<file path="src/rtl/mac_operand_feeder.sv">
// mac_operand_feeder: stages FP8 operand vectors for a LANES x LANES MAC array
// and streams them out skewed by one cycle per lane, so that row/column lane i
// starts i cycles after lane 0 and matching operands meet inside the array.
//
// Ports
//   clk      - clock, all state updates on the rising edge
//   reset    - asynchronous active-low reset (clears state and both buffers)
//   wr_en    - operand write strobe (ignored while busy)
//   wr_sel   - 0 = B (row) buffer, 1 = C (column) buffer
//   wr_lane  - target lane
//   wr_idx   - element index k within the lane
//   wr_data  - FP8 operand
//   start    - one-cycle request to begin a feed pass (ignored while busy)
//   busy     - pass in progress
//   done     - one-cycle pulse at pass end
//   b_out    - row operands, lane i at [8i+7:8i]
//   c_out    - column operands, same packing
//   arr_clr  - accumulator clear for the MAC array
//
// Build option: FEEDER_ARR_CLR_EN adds a one-cycle CLEAR state driving arr_clr
// before streaming; without it arr_clr is tied low and the pass is one cycle
// shorter.

// One lane: holds the B and C vectors and registers the operand for the next
// stream step. The lane's skew is the LANE parameter.
module feeder_lane #(
  parameter int LANE  = 0,
  parameter int DEPTH = 4,
  parameter int IW    = 2,
  parameter int TW    = 3
) (
  input  logic          clk,
  input  logic          reset,
  input  logic          wr_b,
  input  logic          wr_c,
  input  logic [IW-1:0] wr_idx,
  input  logic [7:0]    wr_data,
  input  logic          rd_en,
  input  logic [TW-1:0] rd_t,
  output logic [7:0]    b_q,
  output logic [7:0]    c_q
);
  logic [DEPTH-1:0][7:0] b_mem, c_mem;
  logic                  hit;
  logic [IW-1:0]         ridx;
  int                    k;

  // Element k = t - LANE is live only inside [0, DEPTH); outside it the lane
  // emits the 8'h00 bubble.
  always_comb begin
    k    = int'(rd_t) - LANE;
    hit  = rd_en && (k >= 0) && (k < DEPTH);
    ridx = IW'(k);
  end

  always_ff @(posedge clk or negedge reset) begin
    if (!reset) begin
      b_mem <= '0;
      c_mem <= '0;
      b_q   <= '0;
      c_q   <= '0;
    end else begin
      if (wr_b && int'(wr_idx) < DEPTH) b_mem[wr_idx] <= wr_data;
      if (wr_c && int'(wr_idx) < DEPTH) c_mem[wr_idx] <= wr_data;
      b_q <= hit ? b_mem[ridx] : 8'h00;
      c_q <= hit ? c_mem[ridx] : 8'h00;
    end
  end
endmodule

module mac_operand_feeder #(
  parameter  int LANES = 4,
  parameter  int DEPTH = 4,
  localparam int LW    = (LANES > 1) ? $clog2(LANES) : 1,
  localparam int IW    = (DEPTH > 1) ? $clog2(DEPTH) : 1
) (
  input  logic               clk,
  input  logic               reset,
  input  logic               wr_en,
  input  logic               wr_sel,
  input  logic [LW-1:0]      wr_lane,
  input  logic [IW-1:0]      wr_idx,
  input  logic [7:0]         wr_data,
  input  logic               start,
  output logic               busy,
  output logic               done,
  output logic [8*LANES-1:0] b_out,
  output logic [8*LANES-1:0] c_out,
  output logic               arr_clr
);
  localparam int TW     = $clog2(DEPTH + LANES);
  localparam int LAST_T = DEPTH + LANES - 2;

  typedef enum logic [2:0] {IDLE, CLEAR, STREAM, FLUSH, FIN} state_t;

  state_t                  state, state_n;
  logic [TW-1:0]           t, t_n;
  logic                    wr_ok;
  logic [LANES-1:0][7:0]   b_q, c_q;

  assign busy  = (state == CLEAR) || (state == STREAM) || (state == FLUSH);
  assign done  = (state == FIN);
  assign wr_ok = wr_en && !busy;

  // FIN already has busy low, so a start there begins the next pass
  // without an idle gap.
  always_comb begin
    state_n = state;
    t_n     = t;
    case (state)
      IDLE, FIN: begin
        state_n = IDLE;
        if (start) begin
`ifdef FEEDER_ARR_CLR_EN
          state_n = CLEAR;
`else
          state_n = STREAM;
`endif
          t_n = '0;
        end
      end
      CLEAR: begin
        state_n = STREAM;
        t_n     = '0;
      end
      STREAM: begin
        if (int'(t) == LAST_T) begin
          state_n = (LANES > 1) ? FLUSH : FIN;
          t_n     = '0;
        end else begin
          t_n = t + TW'(1);
        end
      end
      FLUSH: begin
        if (int'(t) == LANES - 2) begin
          state_n = FIN;
          t_n     = '0;
        end else begin
          t_n = t + TW'(1);
        end
      end
      default: begin
        state_n = IDLE;
        t_n     = '0;
      end
    endcase
  end

  always_ff @(posedge clk or negedge reset) begin
    if (!reset) begin
      state <= IDLE;
      t     <= '0;
    end else begin
      state <= state_n;
      t     <= t_n;
    end
  end

`ifdef FEEDER_ARR_CLR_EN
  // Registered from next state so the pulse lines up with the CLEAR cycle.
  always_ff @(posedge clk or negedge reset) begin
    if (!reset) arr_clr <= 1'b0;
    else        arr_clr <= (state_n == CLEAR);
  end
`else
  assign arr_clr = 1'b0;
`endif

  // Lanes register the operand for the upcoming state/count, so the outputs
  // change on the same edge the FSM enters each stream step.
  for (genvar i = 0; i < LANES; i++) begin : g_lane
    feeder_lane #(.LANE(i), .DEPTH(DEPTH), .IW(IW), .TW(TW)) u_lane (
      .clk     (clk),
      .reset   (reset),
      .wr_b    (wr_ok && !wr_sel && int'(wr_lane) == i),
      .wr_c    (wr_ok &&  wr_sel && int'(wr_lane) == i),
      .wr_idx  (wr_idx),
      .wr_data (wr_data),
      .rd_en   (state_n == STREAM),
      .rd_t    (t_n),
      .b_q     (b_q[i]),
      .c_q     (c_q[i])
    );
  end

  assign b_out = b_q;
  assign c_out = c_q;
endmodule

</file>
<file path="config.mk">
export PLATFORM = sky130hd
export DESIGN_NAME = mac_operand_feeder
export DESIGN_NICKNAME = d
export VERILOG_FILES = /design/src/rtl/mac_operand_feeder.sv
export SDC_FILE = /design/constraint.sdc
export NUM_CORES = 1
export LEC_CHECK = 0
export ABC_AREA = 0
export CAP_MARGIN = 20
export CORE_ASPECT_RATIO = 1.25
export CORE_MARGIN = 5
export CORE_UTILIZATION = 36
export DETAILED_ROUTE_END_ITERATION = 10
export PLACE_DENSITY_LB_ADDON = 0.15
export SLEW_MARGIN = 20
export SYNTH_ARGS = -nofsm -noshare
export SYNTH_HDL_FRONTEND = slang
export SYNTH_SLANG_ARGS = --single-unit
</file>
<file path="constraint.sdc">
create_clock -name clk -period 3.7 [get_ports clk]
set_input_delay 0.74 -clock clk [delete_from_list [all_inputs] [get_ports clk]]
set_output_delay 0.74 -clock clk [all_outputs]
set_load 0.005 [all_outputs]
</file>
==> reports/metrics.cfg, run 1 <==
[floorplan]
die_h_um = 231
start_util = 0.362
rows = 81
num_io_pins = 84
core-area_um2 = 38900
dieArea_um2 = 43200
floorplan.die.width_um = 187

[timing]
timing.final.ws_setup_ps = 906
fmax_mhz = 358
hold_ws_ps = 238
tns_ps = 0
hold_viol = 0
min_period_ps = 2790
relSlewSlack = 0.466
clock_skew_ps = 10.5
rsz0062_at_grt = false
post-route-period-util = 0.755
finalSetupViolations = 0
tightestPinTransition_ps = 801
slew_violations = 0

[finish]
ff_latch_area_um2 = 8160
syn_to_final_growth_pct = 18.3
fillers = 3661
diodes = 0
drive_gt1_frac = 0.357
multi_input_area_um2 = 5610
nets = 1115

[drt]
drtIter0Drc = 346
vias = 8363
vias_per_cell = 5.19
ant_nets = 0
dr.pass1.iters = 4
remaining_drc_errors = 0
wl_per_cell_um = 20.8
drt_wl_total_um = 33600

[global_routing]
grtUsageTotal = 0.156
grt.overflow.total = 0
grt_pass1_vias = 8996
antenna_found_initial = 4
grt_max_degree = 88
grt_pass1_wl_um = 53600

[clock_tree]
cts.reportedPaths.clkPinSlew_ps = 60
cts_root_buffer = clkbuf_16
clockBufferDepth = 3
cts_resized = 0
h-tree-depth = 2
postCtsHoldBufs = 0
cts_buffers = 35
postCtsSetupBuffers = 0
cts_sinks = 326
cts_tree = built
insertion_delay_ps = 520

[critical_path]
cpPeakStageDelay_ps = 440
cp_cell_sequence = inv_1 > ha_1 > a21oi_1 > a22oi_1 > o21a_1 > ha_1 > nand2b_1 > a21oi_1 > nand3_1 > buf_4 > o22ai_1
worstPathArrival_ps = 3220
worst-setup-path-type = flop to flop
cp.required_ps = 4130
endpoint_kind = flop
crit_slowest_cell = dfrtp_1
cp_max_fo = 16
start_kind = flop

[placement]
port_buffers = 82
place_ws_ps = 481
dp.final_hpwl_um = 20200
place.gp.congestion = 0.709

[yosys]
ys_seq_area_frac = 0.579
ys_warn_count = 0
ys_ff_latch = 326
synth-edff-count = 0
synth_ff_type = dfrtp_1
synth.avg_cell_area_um2 = 13.9
syn_area_um2 = 14100
async_flop_share = 1.00
syn_nets = 1038
synth_cell_type_count = 47
synthCells = 1012

[pwr]
p_int_uw = 8880
power_density_nw_per_um2 = 841
clockPowerShare = 0.254
comb_power_share = 0.413
switchingPower_uw = 5120
p_sw_frac = 0.366
leakage_uw = 0.00782
peakVddDrop_mv = 0.784
p_seq_frac = 0.333

[outcome]
status = finished, final reports clean

[job]
maxCapViolCount = 0

[min_path]
hp-class = input pin to asynchronous set/reset pin

-- layout by cell type, fill, tap and decap left out, drive strengths merged, types with 2 or more instances in the layout --
cell,synthesis,routed
mux2,273,273
clkbuf,34,54
buf,33,29
a211oi,34,34
nand2b,6,6
nand2,10,10
o211ai,17,17
nor3,2,2
inv,6,6
o22ai,32,32
o21ai,20,20
nor2,51,51
nor2b,35,35
clkinv,0,3
a21oi,4,4
or2,2,2
and2,2,2
nand3,6,6
nor3b,2,2
dfrtp,326,326
nor4,16,16
ha,9,9
clkdlybuf4s50,0,78
mux2i,80,80
bufinv,0,2
-- power groups by stage --
stage	Sequential, uW	Combinational (uW)	Clock [uW]
3_3_place_gp	4730	5850	0
6_report	4660	5780	3560
4_1_cts	4670	5860	3680
2_1_floorplan	4640	3870	0
3_5_place_dp	4730	5860	0
5_1_grt	4750	6250	3810
-- final timing paths --
check | from | endpoint | slack (ps) | cells after the start
min in group clk | g_lane[1].u_lane.b_mem[24]$_DFFE_PN0P_ | g_lane[1].u_lane.b_mem[24]$_DFFE_PN0P_ | 500 | 1
min reg2reg | g_lane[1].u_lane.b_mem[24]$_DFFE_PN0P_ | g_lane[1].u_lane.b_mem[24]$_DFFE_PN0P_ | 500 | 1
max | t[0]$_DFF_PN0_ | g_lane[2].u_lane.c_q[0]$_DFF_PN0_ | 910 | 11
max reg2reg | t[0]$_DFF_PN0_ | g_lane[2].u_lane.c_q[0]$_DFF_PN0_ | 910 | 11
max in group asynchronous | reset | g_lane[0].u_lane.b_mem[18]$_DFFE_PN0P_ | 2520 | 2
min | reset | g_lane[2].u_lane.b_mem[19]$_DFFE_PN0P_ | 240 | 1
-- sequential cells by signal, summed over array words and instances (netlist names) --
| signal | cells |
|---|---|
| g_lane.u_lane.b_q | 32 |
| g_lane.u_lane.c_mem | 128 |
| state | 3 |
| g_lane.u_lane.c_q | 32 |
| g_lane.u_lane.b_mem | 128 |
| t | 3 |
-- logic make-up (layout without fill, tap and decap cells) --
logic type / count (synthesis) / count (layout) / synth area share
AO/OA/AOI/OAI: 112 / 112 / 0.0538
buffers and inverters: 73 / 173 / 0.0241
other: 1 / 1 / 0.000266
AND/OR/NAND/NOR: 136 / 136 / 0.0584
XOR/XNOR: 2 / 2 / 0.00124
flip-flops: 326 / 326 / 0.579
adder cells (fa/ha/maj): 9 / 9 / 0.00799
multiplexers: 353 / 353 / 0.275
-- worst max-delay path, delay by kind of cell (launching register included) --
family	cells	cell delay [ps]
buf+inv	2	320
flops	1	440
compound gates	5	1100
simple gates	2	260
fa+ha+maj	2	590
-- routing by layer --
metal,global-route usage,share of wire,vias up
met5,0,0.0016,-
met4,0.0465,0.023,8
met3,0.0321,0.038,57
met2,0.261,0.48,127
met1,0.207,0.46,4374
li1,-,-,3797
-- cell usage after synthesis (2+ instances only) --
| library cell | number | area (um^2) |
|---|---|---|
| a211oi_1 | 33 | 248 |
| a21oi_1 | 4 | 20.0 |
| and2_1 | 2 | 12.5 |
| buf_1 | 11 | 41.3 |
| buf_2 | 12 | 60.1 |
| buf_4 | 7 | 52.6 |
| buf_6 | 3 | 33.8 |
| clkbuf_1 | 33 | 124 |
| dfrtp_1 | 326 | 8160 |
| ha_1 | 9 | 113 |
| inv_1 | 6 | 22.5 |
| mux2_2 | 273 | 3070 |
| mux2i_1 | 80 | 801 |
| nand2_1 | 10 | 37.5 |
| nand2b_1 | 5 | 31.3 |
| nand3_1 | 5 | 25.0 |
| nor2_1 | 21 | 78.8 |
| nor2_2 | 28 | 175 |
| nor2_4 | 2 | 22.5 |
| nor2b_1 | 35 | 219 |
| nor4_1 | 16 | 100 |
| o211ai_1 | 17 | 128 |
| o21ai_0 | 19 | 95.1 |
| o22ai_1 | 32 | 200 |
-- final cells by class --
| cell class | instances | area share |
|---|---|---|
| well taps | 498 | 0.0374 |
| inverters | 6 | 0.00135 |
| repair buffers | 107 | 0.0644 |
| clock inverters | 6 | 0.00496 |
| multi-input cells | 613 | 0.337 |
| flip-flops and latches | 326 | 0.490 |
| clock buffers | 54 | 0.0654 |
-- through the flow --
step	cells	power, uW	instance area, um^2	utilization
floorplan	1012	8510	14100	-
global placement	1550	10600	15500	0.398
detailed placement	1550	10600	15500	0.398
CTS	1610	14200	16700	0.428
global route	1610	14800	16700	0.428
finish	1610	14000	16700	0.428
Note: power is estimated with default switching activity, not from simulation.
==> run 2: changes to the inputs <==
==> constraint.sdc (replaced) <==
create_clock -name clk -period 2.4 [get_ports clk]
set_input_delay 0.48 -clock clk [delete_from_list [all_inputs] [get_ports clk]]
set_output_delay 0.48 -clock clk [all_outputs]
set_load 0.005 [all_outputs]
==> run 2 against run 1 <==
Combinational power grew 150%; cell area grew 11%; non-clock buffer count grew 90; clock skew grew 7.7 ps; largest cell class unchanged.
==> reports/metrics.cfg, run 2 (synthesis results as in run 1) <==
[floorplan]
die_h_um = 231  ; unchanged
dieArea_um2 = 43200  ; unchanged
floorplan.die.width_um = 187  ; unchanged
core-area_um2 = 38900  ; unchanged
start_util = 0.362  ; unchanged
rows = 81  ; unchanged
num_io_pins = 84  ; unchanged

[placement]
dp.final_hpwl_um = 21500  ; +6.6%
dp_cells = 1621  ; +4.6%
port_buffers = 82  ; unchanged
place.gp.congestion = 0.745  ; +5.1%

[drt]
drt_wl_total_um = 35900  ; +6.9%
remaining_drc_errors = 0  ; unchanged
wl_per_cell_um = 21.1  ; +1.1%
drtIter0Drc = 294  ; -15%
vias_per_cell = 5.13  ; -1.2%
dr.pass1.iters = 4  ; unchanged
ant_nets = 0  ; unchanged
vias = 8731  ; +4.4%

[min_path]
hp-class = flop to flop

[pwr]
leakage_uw = 0.00860  ; +9.9%
power_uw = 27000  ; +93%
peakVddDrop_mv = 0.933  ; +19%
power_density_nw_per_um2 = 1460  ; +73%

[finish]
diodes = 0  ; unchanged
syn_to_final_growth_pct = 31.6
layout_commonest_cell = dfrtp_1
top_regs = g_lane.u_lane.b_mem: 128 flops, g_lane.u_lane.c_mem: 128 flops
drive_gt1_frac = 0.458  ; +0.101
fillers = 3466  ; -5.3%
fin_util = 0.476  ; +0.0484
nets = 1207  ; +8.3%
fin_cells = 1702  ; +5.7%
layout_common_cells = dfrtp_1, mux2_2, mux2i_1, clkdlybuf4s50_1, buf_4

[timing]
rsz0062_at_grt = true
tns_ps = 0  ; unchanged
fmax_mhz = 423  ; +18%
min_period_ps = 2360  ; -431 ps
clock_skew_ps = 18.1  ; +7.66 ps
post-route-period-util = 0.985  ; +0.230
relSlewSlack = 0.537  ; +0.0712
tightestPinTransition_ps = 694  ; -107 ps
finalSetupViolations = 0  ; unchanged
hold_viol = 0  ; unchanged
slew_violations = 0  ; unchanged

[global_routing]
grt_max_degree = 74  ; -16%
grt.overflow.total = 0  ; unchanged
antenna_found_initial = 2  ; -2
grt_pass1_vias = 9413  ; +4.6%
grt_pass1_wl_um = 55900  ; +4.3%
grtUsageTotal = 0.163  ; +0.00628

[critical_path]
cp.required_ps = 2790  ; -1340 ps
start_kind = flop
reg2reg_slack_ps = 40  ; -870 ps
cp_cell_sequence = inv_2 > ha_4 > a211oi_4 > a21o_1 > buf_6 > ha_4 > clkbuf_16 > buf_4 > mux2i_1 > o21ai_1 > o211ai_1 > nor2_1
cpPeakStageDelay_ps = 390  ; -50 ps
crit_top_cell = ha_4
crit_slowest_cell = dfrtp_1
worstPathArrival_ps = 2760  ; -460 ps
cp_max_fo = 6  ; -10
endpoint_kind = flop
worst-setup-path-type = flop to flop

[clock_tree]
cts_tree = built
clockBufferDepth = 3  ; unchanged
cts_buffers = 36  ; +2.9%
cts_sinks = 326  ; unchanged
h-tree-depth = 2  ; unchanged
insertion_delay_ps = 530  ; about the same
cts_root_buffer = clkbuf_16
cts.reportedPaths.clkPinSlew_ps = 60  ; about the same

[outcome]
status = finished, final reports clean

[job]
maxCapViolCount = 0  ; unchanged

## run 2: through the flow
stage               hold WS [ps]  setup WS [ps]  cell area (um^2)
floorplan                    184           -131             14200
global placement             482           -332             16600
detailed placement           488           -350             16600
CTS                          502          0.117             17900
global route                 512          -81.9             18500
finish                       497           36.4             18500
## run 2: metal layers
metal / wire length (um) / global-route usage
met1: 16700 / 0.221
met2: 17400 / 0.272
met3: 1020 / 0.0289
met4: 694 / 0.0425
met5: 27 / 0
## run 2: final timing paths
kind	from	cells past startpoint	endpoint
worst max-delay path	t[0]$_DFF_PN0_	12	g_lane[3].u_lane.b_q[6]$_DFF_PN0_
max in group asynchronous	reset	3	g_lane[0].u_lane.b_mem[1]$_DFFE_PN0P_
worst min register to register	g_lane[1].u_lane.b_mem[27]$_DFFE_PN0P_	1	g_lane[1].u_lane.b_mem[27]$_DFFE_PN0P_
worst max register to register	t[0]$_DFF_PN0_	12	g_lane[3].u_lane.b_q[6]$_DFF_PN0_
min in group asynchronous	reset	2	g_lane[3].u_lane.b_q[2]$_DFF_PN0_
worst min-delay path	g_lane[1].u_lane.b_mem[27]$_DFFE_PN0P_	1	g_lane[1].u_lane.b_mem[27]$_DFFE_PN0P_
## run 2: power by group
group / switching, uW / leakage (uW) / internal (uW)
Clock: 2170 / 0.000598 / 3480
Combinational: 7150 / 0.00352 / 7020
Sequential: 560 / 0.00448 / 6640
## run 2: timing repair
item                       in CTS  in global routing
cloned                          0                  7
gates resized for setup        10                 85
pin swaps                       4                 22
hold endpoints to repair       59                  0
hold buffers                    1                  0
setup endpoints to repair      34                 42
buffers inserted                1                 13
## run 2: layout make-up
class                      count  area [um^2]  share of cell area
clock buffer                  55         1100              0.0595
clock inverter                 6          109             0.00587
inverter                       6         25.0             0.00135
multi-input combinational    614         6100               0.329
sequential                   326         8160               0.440
tap                          498          623              0.0336
timing repair buffer         197         2420               0.131
## run 2: critical path, delay by kind of cell, from the launching register on
kind,cells,cell delay [ps]
compound gates,4,480
simple gates,1,70
fa+ha+maj,2,590
buf+inv,4,490
flops,1,390
mux,1,200
==> run 3: changes to the inputs <==
--- a/config.mk
+++ b/config.mk
@@ -6,9 +6,10 @@
 export NUM_CORES = 1
 export LEC_CHECK = 0
 export ABC_AREA = 0
+export ABC_CLOCK_PERIOD_IN_PS = 2400
 export CAP_MARGIN = 20
 export CORE_ASPECT_RATIO = 1.25
-export CORE_MARGIN = 5
+export CORE_MARGIN = 3
 export CORE_UTILIZATION = 36
 export DETAILED_ROUTE_END_ITERATION = 10
 export PLACE_DENSITY_LB_ADDON = 0.15
==> run 3 against run 2 <==
Combinational power decreased by 4%; core utilization down 0.072 points; total power down 2.9%; worst hold slack got worse by 71 ps; first-iteration DRC count up 35%; critical path type unchanged; largest cell class unchanged; largest power group unchanged.
==> reports/metrics.cfg, run 3 (synthesis results as in run 1) <==
[timing]
finalSetupViolations = 0  ; unchanged
timing.final.ws_setup_ps = 24.8  ; -11.6 ps
post-route-period-util = 0.990  ; +0.00484
fmax_mhz = 421  ; -0.49%
min_period_ps = 2380  ; +11.6 ps
rsz0062_at_grt = true
hold_ws_ps = 426  ; -70.9 ps
clock_skew_ps = 11.4  ; -6.72 ps
hold_viol = 0  ; unchanged
slew_violations = 0  ; unchanged

[placement]
place_ws_ps = -444  ; -94.2 ps
place.gp.congestion = 0.760  ; +2.1%
dp.final_hpwl_um = 20700  ; -3.6%
port_buffers = 82  ; unchanged

[critical_path]
worst-setup-path-type = flop to flop
cp_cell_sequence = xor2_2 > buf_4 > a211oi_4 > nor2_4 > inv_4 > ha_4 > buf_12 > buf_4 > mux2_2 > o211ai_1 > nor2_1
reg2reg_from = t[2]$_DFF_PN0_
crit_end = g_lane[3].u_lane.c_q[2]$_DFF_PN0_
cp-startpoint = t[2]$_DFF_PN0_
cp_top_family = buffers and inverters
cp_max_fo = 6  ; unchanged
worst-path-buf-inv = 4  ; unchanged
crit_top_cell = buf_4
cpPeakStageDelay_ps = 420  ; +30 ps
start_kind = flop
r2r-end = g_lane[3].u_lane.c_q[2]$_DFF_PN0_
cp.required_ps = 2790  ; about the same
rr_worst_depth = 11  ; -1
crit_slowest_cell = dfrtp_1
reg2reg_slack_ps = 20  ; about the same
cp.depth = 11  ; -1
worstPathArrival_ps = 2760  ; about the same
endpoint_kind = flop

[floorplan]
die_h_um = 227  ; -1.7%
rows = 80  ; -1.2%
dieArea_um2 = 41600  ; -3.8%
num_io_pins = 84  ; unchanged
floorplan.die.width_um = 183  ; -2.1%
start_util = 0.366  ; +0.00452
core-area_um2 = 38400  ; -1.2%

[global_routing]
grtUsageTotal = 0.164  ; +0.00108
grt_pass1_vias = 9039  ; -4.0%
grt_pass1_wl_um = 53200  ; -4.8%
grt_max_degree = 76  ; +2.7%
antenna_found_initial = 0  ; -2
grt.overflow.total = 0  ; unchanged

[finish]
ff_latch_area_um2 = 8160  ; about the same
top_regs = g_lane.u_lane.b_mem: 128 flops, g_lane.u_lane.c_mem: 128 flops
layout_common_cells = dfrtp_1, mux2_2, clkdlybuf4s50_1
multi_input_area_um2 = 5900  ; -3.2%
fillers = 3424  ; -1.2%
syn_to_final_growth_pct = 29.8
drive_gt1_frac = 0.442  ; -0.0161
nets = 1207  ; unchanged
diodes = 0  ; unchanged
layout_commonest_cell = dfrtp_1

[drt]
vias_per_cell = 5.12  ; -0.11%
dr.pass1.iters = 4  ; unchanged
ant_nets = 0  ; unchanged
remaining_drc_errors = 0  ; unchanged
drt_wl_total_um = 34800  ; -3.0%
vias = 8696  ; -0.40%
drtIter0Drc = 396  ; +35%
wl_per_cell_um = 20.5  ; -2.7%

[clock_tree]
clockBufferDepth = 3  ; unchanged
cts_sinks = 326  ; unchanged
cts_tree = built
cts.reportedPaths.clkPinSlew_ps = 60  ; about the same
h-tree-depth = 2  ; unchanged
cts_root_buffer = clkbuf_16
cts_buffers = 36  ; unchanged
insertion_delay_ps = 520  ; about the same

[pwr]
p_sw_frac = 0.359  ; -0.00685
switchingPower_uw = 9410  ; -4.7%
power_density_nw_per_um2 = 1430  ; -1.5%
clockPowerShare = 0.209  ; about the same
p_seq_frac = 0.274  ; +0.007
comb_power_share = 0.517  ; -0.008
leakage_uw = 0.00852  ; -0.85%
p_int_uw = 16800  ; -1.8%
peakVddDrop_mv = 1.00  ; +7.5%

[min_path]
hp-class = input pin to asynchronous set/reset pin

[job]
maxCapViolCount = 0  ; unchanged

[outcome]
status = finished, final reports clean

-- run 3: cell count changes in the layout (fill, tap and decap cells not counted), sizes merged --
cell,delta
clkinv,+2
inv,+1
bufinv,-2
buf,-1
clkinvlp,+1
-- run 3: repair_timing --
item                                   CTS  global route
endpoints found under the hold margin   35             0
gates cloned                             0             7
hold buffers                             1             0
setup endpoints to repair               26            42
resized for setup                       11            49
buffers inserted                         0            10
pin swaps                                5            14
-- run 3: layout make-up --
cell class              count  share of cell area
clock inverters             8             0.00452
inverters                   6             0.00137
multi-input cells         614               0.323
clock buffers              54              0.0602
flip-flops and latches    326               0.446
repair buffers            197               0.131
well taps                 492              0.0337
-- run 3: metrics by stage --
step	util	std cells	TNS, ps	power, uW	cell area [um^2]
2_1_floorplan	-	1012	-3210	13900	14200
3_3_place_gp	0.432	1619	-37920	18100	16600
3_5_place_dp	0.432	1619	-40170	18100	16600
4_1_cts	0.464	1681	0	23900	17800
5_1_grt	0.476	1697	-488	27600	18300
6_report	0.476	1697	0	26200	18300
-- run 3: layer usage --
layer | up-vias | part of all wire | track usage
met4 | 0 | 0.018 | 0.0379
met3 | 40 | 0.039 | 0.0315
met5 | - | 0 | 0
met1 | 4539 | 0.46 | 0.224
met2 | 125 | 0.49 | 0.272
li1 | 3992 | - | -
-- run 3: worst min path at each step --
stage	end	slack (ps)	start	depth (start not counted)
2_1_floorplan	g_lane[0].u_lane.b_mem[0]$_DFFE_PN0P_	180	reset	0
3_3_place_gp	g_lane[2].u_lane.b_mem[10]$_DFFE_PN0P_	390	reset	1
3_5_place_dp	g_lane[2].u_lane.b_mem[10]$_DFFE_PN0P_	400	reset	1
4_1_cts	g_lane[2].u_lane.b_mem[10]$_DFFE_PN0P_	420	reset	2
5_1_grt	g_lane[2].u_lane.b_mem[10]$_DFFE_PN0P_	430	reset	2
6_report	g_lane[2].u_lane.b_mem[10]$_DFFE_PN0P_	430	reset	2
-- run 3: power by group through the flow --
stage | logic (uW) | clock network [uW] | registers [uW]
after floorplan | 6710 | 0 | 7160
after global placement | 10800 | 0 | 7270
after detailed placement | 10900 | 0 | 7270
after CTS | 11100 | 5660 | 7180
after global routing | 14400 | 5890 | 7310
final | 13600 | 5480 | 7180
-- run 3: worst reg2reg max path, stage by stage, from the launching register on --
cell and delay [ps]:
dfrtp_1 420, xor2_2 210, buf_4 150, a211oi_4 300
nor2_4 70, inv_4 60, ha_4 210, buf_12 170
buf_4 120, mux2_2 320, o211ai_1 170, nor2_1 60
